--- src/rtl/multicycle_seq_if.sv ---
// Shared memory-port handshake between the multicycle sequencer
// (master) and the memory (slave).
interface multicycle_seq_if;
    logic mem_req;
    logic mem_we;
    logic IorD;
    logic mem_ready;

    modport master (
        output mem_req,
        output mem_we,
        output IorD,
        input  mem_ready
    );

    modport slave (
        input  mem_req,
        input  mem_we,
        input  IorD,
        output mem_ready
    );
endinterface

--- src/rtl/multicycle_seq.sv ---
// Multicycle IF/ID/EX/MEM/WB sequencer: times the datapath strobes
// and the shared memory port, and counts retired instructions.
module multicycle_seq #(
    parameter int CNT_W = 32
) (
    input  logic             clk,
    input  logic             rst,
    multicycle_seq_if.master mem,
    input  logic [5:0]       op,
    input  logic [5:0]       funct,
    output logic             IRWr,
    output logic             PCWr,
    output logic             RFWr_en,
    output logic [2:0]       state,
    output logic             retire,
    output logic [CNT_W-1:0] instr_cnt
);
    localparam logic [2:0] S_IF  = 3'd0;
    localparam logic [2:0] S_ID  = 3'd1;
    localparam logic [2:0] S_EX  = 3'd2;
    localparam logic [2:0] S_MEM = 3'd3;
    localparam logic [2:0] S_WB  = 3'd4;

    localparam logic [2:0] C_NOP   = 3'd0;
    localparam logic [2:0] C_ALU   = 3'd1;
    localparam logic [2:0] C_LOAD  = 3'd2;
    localparam logic [2:0] C_STORE = 3'd3;
    localparam logic [2:0] C_BR    = 3'd4;
    localparam logic [2:0] C_LINK  = 3'd5;

    logic [2:0]       r_state;
    logic [2:0]       r_cls;
    logic [CNT_W-1:0] r_cnt;

    logic [2:0] w_cls;
    logic [2:0] w_next;
    logic       w_req;
    logic       w_we;
    logic       w_iord;
    logic       w_irwr;
    logic       w_pcwr;
    logic       w_rfwr;

    always_comb begin
        w_cls = C_NOP;
        case (op)
            6'b000000: begin
                if (funct == 6'b001000)
                    w_cls = C_BR;
                else if (funct == 6'b001001)
                    w_cls = C_LINK;
                else
                    w_cls = C_ALU;
            end
            6'b000001, 6'b000010, 6'b000100,
            6'b000101, 6'b000110, 6'b000111:
                w_cls = C_BR;
            6'b000011:
                w_cls = C_LINK;
            6'b001000, 6'b001001, 6'b001010, 6'b001011,
            6'b001100, 6'b001101, 6'b001110, 6'b001111:
                w_cls = C_ALU;
            6'b100000, 6'b100001, 6'b100011,
            6'b100100, 6'b100101:
                w_cls = C_LOAD;
            6'b101000, 6'b101001, 6'b101011:
                w_cls = C_STORE;
            default:
                w_cls = C_NOP;
        endcase
    end

    always_comb begin
        w_next = S_IF;
        w_req  = 1'b0;
        w_we   = 1'b0;
        w_iord = 1'b0;
        w_irwr = 1'b0;
        w_pcwr = 1'b0;
        w_rfwr = 1'b0;
        case (r_state)
            S_IF: begin
                w_req = 1'b1;
                if (mem.mem_ready) begin
                    w_irwr = 1'b1;
                    w_next = S_ID;
                end else begin
                    w_next = S_IF;
                end
            end
            S_ID: w_next = S_EX;
            S_EX: begin
                case (r_cls)
                    C_ALU, C_LINK:   w_next = S_WB;
                    C_LOAD, C_STORE: w_next = S_MEM;
                    default:         w_pcwr = 1'b1;
                endcase
            end
            S_MEM: begin
                w_req  = 1'b1;
                w_iord = 1'b1;
                w_we   = (r_cls == C_STORE);
                if (!mem.mem_ready)
                    w_next = S_MEM;
                else if (r_cls == C_LOAD)
                    w_next = S_WB;
                else
                    w_pcwr = 1'b1;
            end
            S_WB: begin
                w_rfwr = 1'b1;
                w_pcwr = 1'b1;
            end
            default: w_next = S_IF;
        endcase
    end

    // Class is latched leaving ID so later op/funct changes are ignored.
    always_ff @(posedge clk or posedge rst) begin
        if (rst) begin
            r_state <= S_IF;
            r_cls   <= C_NOP;
            r_cnt   <= '0;
        end else begin
            r_state <= w_next;
            if (r_state == S_ID)
                r_cls <= w_cls;
            if (w_pcwr)
                r_cnt <= r_cnt + {{(CNT_W-1){1'b0}}, 1'b1};
        end
    end

    // Every strobe is forced low while reset is held.
    assign mem.mem_req = w_req  & ~rst;
    assign mem.mem_we  = w_we   & ~rst;
    assign mem.IorD    = w_iord & ~rst;
    assign IRWr        = w_irwr & ~rst;
    assign PCWr        = w_pcwr & ~rst;
    assign retire      = w_pcwr & ~rst;
    assign RFWr_en     = w_rfwr & ~rst;
    assign state       = r_state;
    assign instr_cnt   = r_cnt;
endmodule

--- src/flat_wrapper.sv ---
// flat-port wrapper written by rule: the top's interface ports become plain ports
module multicycle_seq_flat 
#(
    parameter int CNT_W = 32
)
  (clk, rst, op, funct, IRWr, PCWr, RFWr_en, state, retire, instr_cnt, mem_mem_req, mem_mem_we, mem_IorD, mem_mem_ready);
  multicycle_seq_if mem_i ();
  input  logic clk;
  input  logic rst;
  input  logic [5:0] op;
  input  logic [5:0] funct;
  output logic IRWr;
  output logic PCWr;
  output logic RFWr_en;
  output logic [2:0] state;
  output logic retire;
  output logic [CNT_W-1:0] instr_cnt;
  output wire logic [$bits(mem_i.mem_req)-1:0] mem_mem_req;
  output wire logic [$bits(mem_i.mem_we)-1:0] mem_mem_we;
  output wire logic [$bits(mem_i.IorD)-1:0] mem_IorD;
  input wire logic [$bits(mem_i.mem_ready)-1:0] mem_mem_ready;
  assign mem_mem_req = mem_i.mem_req;
  assign mem_mem_we = mem_i.mem_we;
  assign mem_IorD = mem_i.IorD;
  assign mem_i.mem_ready = mem_mem_ready;
  multicycle_seq #(.CNT_W(CNT_W)) u_core (.clk(clk), .rst(rst), .mem(mem_i), .op(op), .funct(funct), .IRWr(IRWr), .PCWr(PCWr), .RFWr_en(RFWr_en), .state(state), .retire(retire), .instr_cnt(instr_cnt));
endmodule
--- config.mk ---
export PLATFORM = sky130hd
export DESIGN_NAME = multicycle_seq_flat
export DESIGN_NICKNAME = d
export VERILOG_FILES = /design/src/rtl/multicycle_seq_if.sv /design/src/rtl/multicycle_seq.sv /design/src/flat_wrapper.sv
export SDC_FILE = /design/constraint.sdc
export NUM_CORES = 1
export LEC_CHECK = 0
export ABC_AREA = 1
export ABC_CLOCK_PERIOD_IN_PS = 1900
export CAP_MARGIN = 30
export CORE_UTILIZATION = 40
export DETAILED_ROUTE_END_ITERATION = 8
export PLACE_DENSITY = 0.66
export SLEW_MARGIN = 20
export SYNTH_ARGS = -nofsm -noshare
export SYNTH_HDL_FRONTEND = slang
export SYNTH_SLANG_ARGS = --single-unit
export TNS_END_PERCENT = 10
--- constraint.sdc ---
create_clock -name clk -period 1.9 [get_ports clk]
set_input_delay 0.285 -clock clk [delete_from_list [all_inputs] [get_ports clk]]
set_output_delay 0.285 -clock clk [all_outputs]
set_load 0.02 [all_outputs]
# ---- Yosys cells after proc, flatten, opt, wreduce, memory -nomap -nowiden
# Index checks and enable logic that the tools add are counted.
dict set report op_classes {
  n_addsub 1
  eq_ne 33
  mux 18
  bitwise_logic 7
  n_reduce_logical 10
}
# op count
set op_table {}
lappend op_table {{$eq A6 B4 Y1 const B} 10}
lappend op_table {{$eq A6 B6 Y1 const B} 8}
lappend op_table {{$add A32 B1 Y32 const B} 1}
lappend op_table {{$eq A6 B3 Y1 const B} 4}
lappend op_table {{$pmux W3 S6} 1}
lappend op_table {{$eq A3 B2 Y1 const B} 4}
lappend op_table {{$eq A6 B2 Y1 const B} 2}
lappend op_table {{$mux W3} 4}
lappend op_table {{$pmux W3 S4} 1}
lappend op_table {{$mux W1} 10}
lappend op_table {{$reduce_or A8 Y1} 1}
lappend op_table {{$and A1 B1 Y1} 6}
lappend op_table {{$eq A3 B1 Y1 const B} 2}
lappend op_table {{$eq A3 B3 Y1 const B} 2}
lappend op_table {{$eq A6 B1 Y1 const B} 1}
lappend op_table {{$logic_not A6 Y1} 1}
lappend op_table {{$pmux W3 S2} 1}
lappend op_table {{$reduce_or A2 Y1} 3}
lappend op_table {{$reduce_or A6 Y1} 1}
lappend op_table {{$reduce_or A5 Y1} 1}
lappend op_table {{$reduce_or A4 Y1} 1}
lappend op_table {{$logic_not A3 Y1} 1}
lappend op_table {{$pmux W1 S3} 1}
lappend op_table {{$reduce_or A3 Y1} 1}
lappend op_table {{$not A1 Y1} 1}
dict set report word_totals {
  reg_bits 38
  inputBits 15
  output_inout_bits 42
}

# ---- Depth between registers and ports, before layout
# Gate-level depths: netlist of run 1.
dict set report depth {
  depth_word 5
  mapped_depth 9
  mapped_depth_nobuf 9
}

# ---- Worst setup path after synthesis of run 1
# OpenSTA, ideal clock, no wires.
dict set report synth_path {
  kind {register -> output}
  from {reg u_core.r_state[0], in the netlist u_core.state[0]}
  to {out mem_mem_we}
  arrival_ns 1.826
  path_slack_ns -0.211
  stages_incl_launch_ff 7
  path_buffers 0
  path_cell_list {dfrtp_1 -> nand2_1 -> nor2_2 -> inv_1 -> nor2_1 -> inv_1 -> nor4_1}
}
dict set report synth_between {
  elab_chain_len 3
}
# element line_no
set synth_lines {}
lappend synth_lines {{start, declared} multicycle_seq.sv:31} ;# logic [2:0] r_state;
lappend synth_lines {{start signal, assigned} multicycle_seq.sv:125} ;# r_state <= w_next;
lappend synth_lines {{$eq A3 B2 Y1} multicycle_seq.sv:81} ;# case (r_state)
lappend synth_lines {{$mux W1} multicycle_seq.sv:81}
lappend synth_lines {{$and A1 B1 Y1} multicycle_seq.sv:135} ;# assign mem.mem_we = w_we & ~rst;
lappend synth_lines {{end, declared} flat_wrapper.sv:19} ;# output wire logic [$bits(mem_i.mem_we)-1:0] mem_mem_we;
# No other way between the ends.

# ---- Worst setup path in the final report of run 1
dict set report layout_path {
  from {reg u_core.r_state[1], in the netlist u_core.state[1]}
  to {out IRWr}
}
dict set report layout_between {
  elab_chain_len 3
}
# element line_no
set layout_lines {}
lappend layout_lines {{$logic_not A3 Y1} multicycle_seq.sv:81}
lappend layout_lines {{$mux W1} multicycle_seq.sv:81}
lappend layout_lines {{$and A1 B1 Y1} multicycle_seq.sv:137} ;# assign IRWr = w_irwr & ~rst;
lappend layout_lines {{end, declared} flat_wrapper.sv:12} ;# output logic IRWr;
# No other way between the ends.

==> results of run 1 <==
[flip-flops by register name, indices dropped and copies added, names as in the netlist]
name              count
u_core.state          3
u_core.instr_cnt     32
u_core.r_cls          3
[what timing repair did]
item / in CTS / in global routing
setup endpoints to repair: 7 / 5
hold buffers: 0 / 0
hold endpoints to repair: 0 / 0
resized for setup: 12 / 9
cloned: 0 / 0
[final timing paths]
check	start	endpoint	slack [ps]	cells past startpoint
worst max-delay path	u_core.state[1]	IRWr	110	4
worst min-delay path	u_core.r_cls[2]	u_core.r_cls[2]	550	2
worst max register to register	u_core.state[2]	u_core.instr_cnt[17]	270	7
worst min register to register	u_core.r_cls[2]	u_core.r_cls[2]	550	2
max in group asynchronous	rst	u_core.state[0]	930	4
min in group asynchronous	rst	u_core.instr_cnt[12]	610	4
[cells by family after synthesis]
family	share of synthesized area, %
AO/OA/AOI/OAI	2.73
XOR/XNOR	3.41
adder cells (fa/ha/maj)	0.487
buffers and inverters	8.77
flip-flops	37.0
AND/OR/NAND/NOR	47.6
[metal layers]
layer / share of wire [%] / global-route usage [%] / up-vias
li1: - / - / 1406
met1: 47 / 26.4 / 1218
met2: 47 / 36.4 / 58
met3: 3.9 / 3.96 / 8
met4: 1.5 / 7.54 / 0
met5: 0 / 0 / -
[cell usage in the layout (no fill, tap or decap), types with 8 or more instances in the layout]
cell,n
sky130_fd_sc_hd__nand2_1,176
sky130_fd_sc_hd__nor2_1,64
sky130_fd_sc_hd__clkdlybuf4s50_1,49
sky130_fd_sc_hd__inv_1,44
sky130_fd_sc_hd__dfrtp_1,38
sky130_fd_sc_hd__nand3_1,27
sky130_fd_sc_hd__buf_4,15
sky130_fd_sc_hd__o21ai_0,12
sky130_fd_sc_hd__xor2_1,10
sky130_fd_sc_hd__nand4_1,8
[worst max-delay path, stage by stage, from the launching register on]
cell	delay, ps
sky130_fd_sc_hd__dfrtp_1	420
sky130_fd_sc_hd__nor3_1	270
sky130_fd_sc_hd__nand2_1	110
sky130_fd_sc_hd__nor2_1	90
sky130_fd_sc_hd__dlygate4sd2_1	330
[per-stage QoR]
step	setup slack [ps]	instances	setup TNS (ps)	hold slack (ps)	total power, W
finish	108	556	0	550	0.00269
floorplan	-60.8	411	-60.8	420	0.00176
global route	-47.1	556	-47.1	582	0.00289
detailed placement	-109	548	-363	536	0.00217
CTS	-11.0	556	-21.7	556	0.00274
global placement	-91.5	548	-304	529	0.00215
[layout make-up]
cell class	instances	area share, %
Clock buffer	7	2.58
Clock inverter	1	0.150
Inverter	46	5.16
Multi-Input combinational cell	320	41.9
Sequential cell	38	28.4
Tap cell	75	2.80
Timing Repair Buffer	69	19.0
[power by group through the flow]
| stage | logic, W | clock network, W | registers, W |
|---|---|---|---|
| finish | 0.00109 | 0.000581 | 0.00103 |
| global route | 0.00121 | 0.000642 | 0.00104 |
| CTS | 0.00111 | 0.000598 | 0.00103 |
| detailed placement | 0.00113 | 0 | 0.00104 |
| global placement | 0.00112 | 0 | 0.00104 |
| floorplan | 0.000658 | 0 | 0.00110 |
==> flow_summary_export.csv, run 1 <==
group,metric,value,unit
yosys,synth_edf_count,0,
floorplan,fp.dieArea,0.00675,mm²
critical_path,required_time_worst_endpoint,1620,ps
pwr,total_leakage_power,1.51,nW
cells_and_area,final_layout_size_suffix_gt1_share,7.90,%
place,gp_congestion,0.833,
clocking,clkLatencyLatePin,290,ps
yosys,netlist.area_leader.share,37.0,%
clocking,tritoncts.num_buffers,5,
yosys,syn_area_per_cell,6.25,µm²
critical_path,setup.worst_path.class,"reg2out",
pwr,max-vdd-ir-drop,842,µV
critical_path,timing.critical_path.fanout_max,4,
routing,drt_pass1_iterations,5,
cells_and_area,utilization_after_layout,55.2,%
sta,max_freq,0.558,GHz
outcome,outcome,"finished, final reports clean",
critical_path,start_kind,"flop",
yosys,async_flop_share,100,%
yosys,synth_fp_nets,427,
routing,drt_iter0_markers,162,
clocking,clock_tree.htree_level_count,2,
routing,postRouteWirelength,6320,µm
cells_and_area,multi_input_area,0.00140,mm²
yosys,ys_dominant_reg_cell,"sky130_fd_sc_hd__dfrtp_1",
place,dpl.hpwl,4880,µm
yosys,yosys.cell_count.top_type,"sky130_fd_sc_hd__nand2_1",
sta,clock_skew,10.9,ps
routing,routed_wire_length_per_instance,11.4,µm
grt,grt_overflow_total,0,
clocking,cts.sinks,38,
sta,setup_repair_after_global_routing_missed_its_margin,"true",
clocking,clk_transition_reported_paths,70,ps
cells_and_area,num-nets-final,496,
cells_and_area,layout.area.seq,951,µm²
yosys,yosys_warnings,0,
min_path,min-delay-path-class,"reg2reg",
clocking,cts_tree,"yes",
grt,grt_pass1_vias,2491,
floorplan,placementRows,28,
sta,period_minus_slack,1790,ps
yosys,synth.largest_area_cell,"sky130_fd_sc_hd__dfrtp_1",
grt,grt_antenna_before_repair,0,
floorplan,initial_utilization,42.4,%
pwr,net_sw_share,40.7,%
cells_and_area,fillerInstances,616,
place,placed_cell_area,0.00327,mm²
sta,setup_viol_count_final,0,
yosys,netlist_area,0.00257,mm²
grt,grt_first_pass_wirelength,11000,µm
pwr,power_frac_clock,21.6,%
routing,route.detailed.drc,0,
pwr,power.combinational.fraction,40.4,%
cells_and_area,stdcell_area,0.00335,mm²
pwr,seq_power_share,38.1,%
yosys,seq_area_frac_synth,37.0,%
clocking,postCtsSetupBuffers,0,
pwr,power_per_cell_area,805,mW/mm²
yosys,ys_ff_latch,38,
sta,min_period_over_period,94.3,%
floorplan,height_of_the_chip,82.1,µm
cells_and_area,syn_to_final_growth,30.2,%
floorplan,floorplan.core_area,0.00606,mm²
grt,maximum_number_of_pins_on_one_net_before_global_route_repair,49,
pwr,cell_internal_pwr,0.00160,W
pwr,p_sw,0.00110,W
yosys,synth_cell_types,21,
clocking,clk_path_buf_depth,2,
clocking,clock-root-buffer,"sky130_fd_sc_hd__clkbuf_8",
routing,vias,2690,
critical_path,crit_arrival,1510,ps
grt,grt_usage,21.2,%
floorplan,die_width,82.1,µm
sta,tightest_slew,600,ps
sta,maxSlewHeadroom,59.7,%
yosys,yosys-top-cells-area,"sky130_fd_sc_hd__dfrtp_1, sky130_fd_sc_hd__nand2_1, sky130_fd_sc_hd__nor2_1",
critical_path,endpoint_kind,"primary output",
cells_and_area,antennaDiodeCount,0,
run,max_cap_viol_count,0,
routing,routed_via_density,4.84,
sta,timing.final.hold_violations,0,
yosys,syn-instance-count,411,
place,placement.io_buffers,56,
routing,ant_nets,0,
yosys,synthTopCellsByCount,"sky130_fd_sc_hd__nand2_1, sky130_fd_sc_hd__nor2_1, sky130_fd_sc_hd__inv_1",
sta,slew_viol_final,0,
floorplan,ios,57,
Power figures use the tool's default switching activity.
==> run 2, diff against run 1 <==
Settings changed: SETUP_SLACK_MARGIN set to 0.02.
==> flow_summary_export.csv, run 2 (synthesis gave the netlist of run 1 again) <==
group,metric,value,unit
cells_and_area,num-nets-final,495,
cells_and_area,fillerInstances,619,
routing,wl_met3,260,µm
pwr,cell_internal_pwr,0.00160,W
cells_and_area,final_layout_size_suffix_gt1_share,8.13,%
clocking,postCtsSetupBuffers,0,
sta,timing.final.ws_setup,118,ps
pwr,power_per_cell_area,802,mW/mm²
pwr,seq_power_share,38.3,%
grt,grt_pass1_vias,2453,
min_path,min-delay-path-class,"reg2reg",
pwr,post-layout-total-power,0.00269,W
grt,grt_first_pass_wirelength,10800,µm
place,detailedPlace.worstSlack,-91.8,ps
sta,min_period_over_period,93.8,%
grt,grt_antenna_before_repair,0,
critical_path,timing.critical_path.fanout_max,4,
floorplan,die_width,82.1,µm
critical_path,crit_arrival,1500,ps
critical_path,endpoint_kind,"primary output",
clocking,clk_transition_reported_paths,70,ps
clocking,clock_tree.htree_level_count,2,
floorplan,initial_utilization,42.4,%
place,post-place-cells,547,
grt,grt_usage,21.1,%
sta,max_freq,0.561,GHz
routing,postRouteWirelength,6330,µm
pwr,net_sw_share,40.6,%
clocking,post_cts_resize_count,14,
place,dpl.hpwl,4910,µm
routing,wl_met1,2980,µm
sta,clock_skew,2.67,ps
cells_and_area,largest_register_ff_count,32,
sta,tightest_slew,594,ps
floorplan,placementRows,28,
clocking,post_cts_hold_buffer_count,0,
sta,timing.final.hold_violations,0,
clocking,clock-root-buffer,"sky130_fd_sc_hd__clkbuf_8",
cells_and_area,antennaDiodeCount,0,
floorplan,height_of_the_chip,82.1,µm
cells_and_area,layout_common_cells,"sky130_fd_sc_hd__nand2_1, sky130_fd_sc_hd__nor2_1, sky130_fd_sc_hd__clkdlybuf4s50_1",
floorplan,floorplan.core_area,0.00606,mm²
clocking,clkLatencyLatePin,290,ps
pwr,power_frac_clock,21.2,%
grt,grt_overflow_total,0,
critical_path,start_kind,"flop",
sta,setup-tns-final,0,ps
routing,uppermost_routed_layer,"met4",
floorplan,fp.dieArea,0.00675,mm²
sta,maxSlewHeadroom,60.1,%
routing,drt_pass1_iterations,7,
critical_path,regToRegSetupSlack,250,ps
routing,routed_via_density,4.84,
routing,ant_nets,0,
routing,detailroute.wirelength.met2,3020,µm
clocking,cts.sinks,38,
clocking,cts_tree,"yes",
critical_path,setup.worst_path.class,"reg2out",
sta,setup_repair_after_global_routing_missed_its_margin,"true",
place,gp_congestion,0.821,
cells_and_area,syn_to_final_growth,30.3,%
cells_and_area,multi_input_area,0.00141,mm²
pwr,power.combinational.fraction,40.5,%
run,max_cap_viol_count,0,
cells_and_area,stdcell_count,555,
sta,period_minus_slack,1780,ps
critical_path,required_time_worst_endpoint,1620,ps
outcome,outcome,"finished, final reports clean",
pwr,max-vdd-ir-drop,814,µV
floorplan,ios,57,
routing,routed_wire_length_per_instance,11.4,µm
routing,route.detailed.drc,0,
sta,slew_viol_final,0,
pwr,total_leakage_power,1.51,nW
sta,setup_viol_count_final,0,
cells_and_area,final_common_cell,"sky130_fd_sc_hd__nand2_1",
routing,drt_iter0_markers,99,
clocking,clk_path_buf_depth,2,
cells_and_area,layout.area.seq,951,µm²
grt,maximum_number_of_pins_on_one_net_before_global_route_repair,49,
routing,vias,2688,
clocking,tritoncts.num_buffers,5,
pwr,p_sw,0.00109,W
place,placement.io_buffers,56,
[run 2: per-stage QoR]
stage | hold slack, ps | instance area (µm²) | utilization, %
after floorplan | 420 | 2580 | -
after global placement | 529 | 3270 | 53.9
after detailed placement | 532 | 3270 | 53.9
after CTS | 555 | 3360 | 55.4
after global routing | 584 | 3350 | 55.2
final | 547 | 3350 | 55.2
[run 2: final timing paths]
check / depth (start not counted) / from / endpoint
setup reg to reg: 8 / u_core.state[0] / u_core.instr_cnt[17]
setup / recovery: 7 / u_core.state[0] / mem_mem_we
hold reg to reg: 2 / u_core.instr_cnt[31] / u_core.instr_cnt[31]
max in group asynchronous: 4 / rst / u_core.state[2]
hold / removal: 2 / u_core.instr_cnt[31] / u_core.instr_cnt[31]
min in group asynchronous: 4 / rst / u_core.r_cls[2]
[run 2: worst max-delay path, cell delays in order (launching register included)]
cell and delay [ps]:
sky130_fd_sc_hd__dfrtp_1 410, sky130_fd_sc_hd__nand2_1 90, sky130_fd_sc_hd__nor2_2 120, sky130_fd_sc_hd__inv_1 80, sky130_fd_sc_hd__nor2_2 110, sky130_fd_sc_hd__inv_1 70, sky130_fd_sc_hd__nor4_2 130, sky130_fd_sc_hd__buf_2 200
[run 2: routing by layer]
layer  vias to the layer above  global-route usage [%]
met3                         6                    4.29
met2                        61                    36.5
li1                       1400                       -
met4                         0                    5.79
met5                         -                       0
met1                      1221                    26.5
[run 2: cell type report]
class,instances,area share [%]
Sequential cell,38,28.4
Timing Repair Buffer,68,18.8
Inverter,46,5.16
Clock inverter,1,0.149
Tap cell,75,2.80
Multi-Input combinational cell,320,42.1
Clock buffer,7,2.58
[run 2: power groups by stage]
stage / sequential [W] / clock, W / combinational [W]
floorplan: 0.00110 / 0 / 0.000661
global placement: 0.00104 / 0 / 0.00111
detailed placement: 0.00104 / 0 / 0.00111
CTS: 0.00103 / 0.000594 / 0.00111
global route: 0.00104 / 0.000620 / 0.00120
finish: 0.00103 / 0.000570 / 0.00109
==> run 3, diff against run 2 <==
Settings changed: PLACE_DENSITY 0.66 to unset, PLACE_DENSITY_LB_ADDON set to 0.08.
==> flow_summary_export.csv, run 3 (synthesis gave the netlist of run 1 again) <==
group,metric,value,unit
outcome,outcome,"finished, final reports clean",
critical_path,endpoint_kind,"primary output",
cells_and_area,antennaDiodeCount,0,
sta,setup_repair_after_global_routing_missed_its_margin,"true",
clocking,postCtsSetupBuffers,0,
pwr,total_leakage_power,1.51,nW
routing,drt_pass1_iterations,4,
sta,setup_viol_count_final,0,
cells_and_area,utilization_after_layout,55.2,%
critical_path,cp_slowest_stage_delay,410,ps
min_path,min-delay-path-class,"reg2reg",
sta,slew_viol_final,0,
grt,grt_antenna_before_repair,0,
critical_path,cp.buffers_inverters,4,
pwr,net_sw_share,40.5,%
critical_path,crit_path_leading_delay_family,"simple AND/OR/NAND/NOR gates",
floorplan,placementRows,28,
sta,period_minus_slack,1780,ps
critical_path,start_kind,"flop",
clocking,clkLatencyLatePin,290,ps
cells_and_area,syn_to_final_growth,30.3,%
clocking,clock-root-buffer,"sky130_fd_sc_hd__clkbuf_8",
sta,holdWs,537,ps
critical_path,crit_arrival,1490,ps
cells_and_area,num-nets-final,496,
pwr,post-layout-total-power,0.00269,W
sta,min_period_over_period,93.6,%
routing,drt_iter0_markers,118,
pwr,max-vdd-ir-drop,539,µV
floorplan,floorplan.core_area,0.00606,mm²
cells_and_area,largest_register_ff_count,32,
routing,routed_wire_length_per_instance,11.3,µm
grt,grt_pass1_vias,2393,
sta,clock_skew,4.46,ps
clocking,cts.sinks,38,
clocking,post_cts_hold_buffer_count,0,
floorplan,height_of_the_chip,82.1,µm
grt,grt_first_pass_wirelength,10800,µm
cells_and_area,final_layout_size_suffix_gt1_share,8.52,%
pwr,p_sw,0.00109,W
critical_path,critical_path_top_delay_cell,"sky130_fd_sc_hd__dfrtp_2",
cells_and_area,final_common_cell,"sky130_fd_sc_hd__nand2_1",
sta,timing.final.hold_violations,0,
floorplan,initial_utilization,42.4,%
place,placement.io_buffers,56,
clocking,clk_transition_reported_paths,80,ps
routing,vias,2655,
routing,routed_via_density,4.78,
clocking,tritoncts.num_buffers,5,
grt,grt_usage,21.1,%
place,gp_congestion,0.822,
pwr,cell_internal_pwr,0.00160,W
critical_path,required_time_worst_endpoint,1620,ps
pwr,seq_power_share,38.0,%
floorplan,die_width,82.1,µm
sta,timing.final.ws_setup,122,ps
sta,max_freq,0.562,GHz
pwr,power_per_cell_area,804,mW/mm²
critical_path,setup.worst_path.class,"reg2out",
place,detailedPlace.worstSlack,-109,ps
critical_path,critical_path.cell_chain,"buf_4 -> inv_2 -> nor3_2 -> nand2_1 -> nand3_2 -> inv_2 -> nor2_2 -> clkbuf_2",
clocking,cts_tree,"yes",
run,max_cap_viol_count,0,
place,dpl.hpwl,4850,µm
clocking,clock_tree.htree_level_count,2,
pwr,power.combinational.fraction,40.4,%
floorplan,fp.dieArea,0.00675,mm²
grt,grt_overflow_total,0,
pwr,power_frac_clock,21.6,%
cells_and_area,layout_common_cells,"sky130_fd_sc_hd__nand2_1, sky130_fd_sc_hd__nor2_1, sky130_fd_sc_hd__clkdlybuf4s50_1",
routing,ant_nets,0,
critical_path,critical_path.most_common_cell,"sky130_fd_sc_hd__inv_2",
clocking,clk_path_buf_depth,2,
critical_path,timing.critical_path.fanout_max,5,
sta,maxSlewHeadroom,67.4,%
sta,tightest_slew,489,ps
grt,maximum_number_of_pins_on_one_net_before_global_route_repair,49,
floorplan,ios,57,
routing,route.detailed.drc,0,
routing,postRouteWirelength,6280,µm
==> run 3: power groups by stage <==
stage,sequential [W],clock (W),combinational [W]
final,0.00102,0.000580,0.00109
after global routing,0.00104,0.000634,0.00122
after CTS,0.00102,0.000604,0.00112
after floorplan,0.00110,0,0.000661
after detailed placement,0.00104,0,0.00113
after global placement,0.00103,0,0.00112
==> run 3: layout make-up <==
| type | instances | area, µm² |
|---|---|---|
| well taps | 75 | 93.8 |
| inverters | 46 | 173 |
| clock inverters | 1 | 5.00 |
| fillers | 634 | 2710 |
| multi-input cells | 320 | 1410 |
| flip-flops and latches | 38 | 952 |
| clock buffers | 7 | 86.3 |
| repair buffers | 69 | 632 |
==> run 3: per-stage QoR <==
step                      cells  setup TNS, ps  instance area, µm²
after global routing        556              0                3350
after floorplan             411              0                2580
after CTS                   556           -234                3370
after detailed placement    548           -317                3280
after global placement      548           -244                3280
final                       556              0                3350
==> run 3: timing repair <==
action | CTS | global route
endpoints found under the setup margin | 7 | 5
pin swaps | 0 | 0
resized for setup | 14 | 9
==> run 3: final timing paths <==
kind,cells past startpoint,end,from,slack [ps]
setup / recovery,8,PCWr,u_core.state[1],120
hold / removal,2,u_core.instr_cnt[31],u_core.instr_cnt[31],540
setup reg to reg,9,u_core.instr_cnt[17],u_core.state[1],240
hold reg to reg,2,u_core.instr_cnt[31],u_core.instr_cnt[31],540
max in group asynchronous,4,u_core.state[1],rst,940
min in group asynchronous,4,u_core.r_cls[1],rst,600
==> run 3: worst reg2reg max path, cell delays in order, from the launching register on <==
cell and delay [ps]:
sky130_fd_sc_hd__dfrtp_2 410, sky130_fd_sc_hd__buf_4 120, sky130_fd_sc_hd__inv_2 30, sky130_fd_sc_hd__nor3_2 140, sky130_fd_sc_hd__nand2_1 90, sky130_fd_sc_hd__nand3_2 90, sky130_fd_sc_hd__buf_4 400, sky130_fd_sc_hd__nand3_1 150
sky130_fd_sc_hd__nand2_1 80, sky130_fd_sc_hd__nand2_1 40
==> run 3: layer usage <==
layer  routed length (µm)  vias up  share of wire, %  global-route usage, %
met5                    0        -                 0                      0
met4                   72        0               1.1                   6.84
met3                  190        5               3.0                   2.97
met2                 3120       50                50                   36.9
met1                 2900     1200                46                   26.7
li1                     -     1400                 -                      -
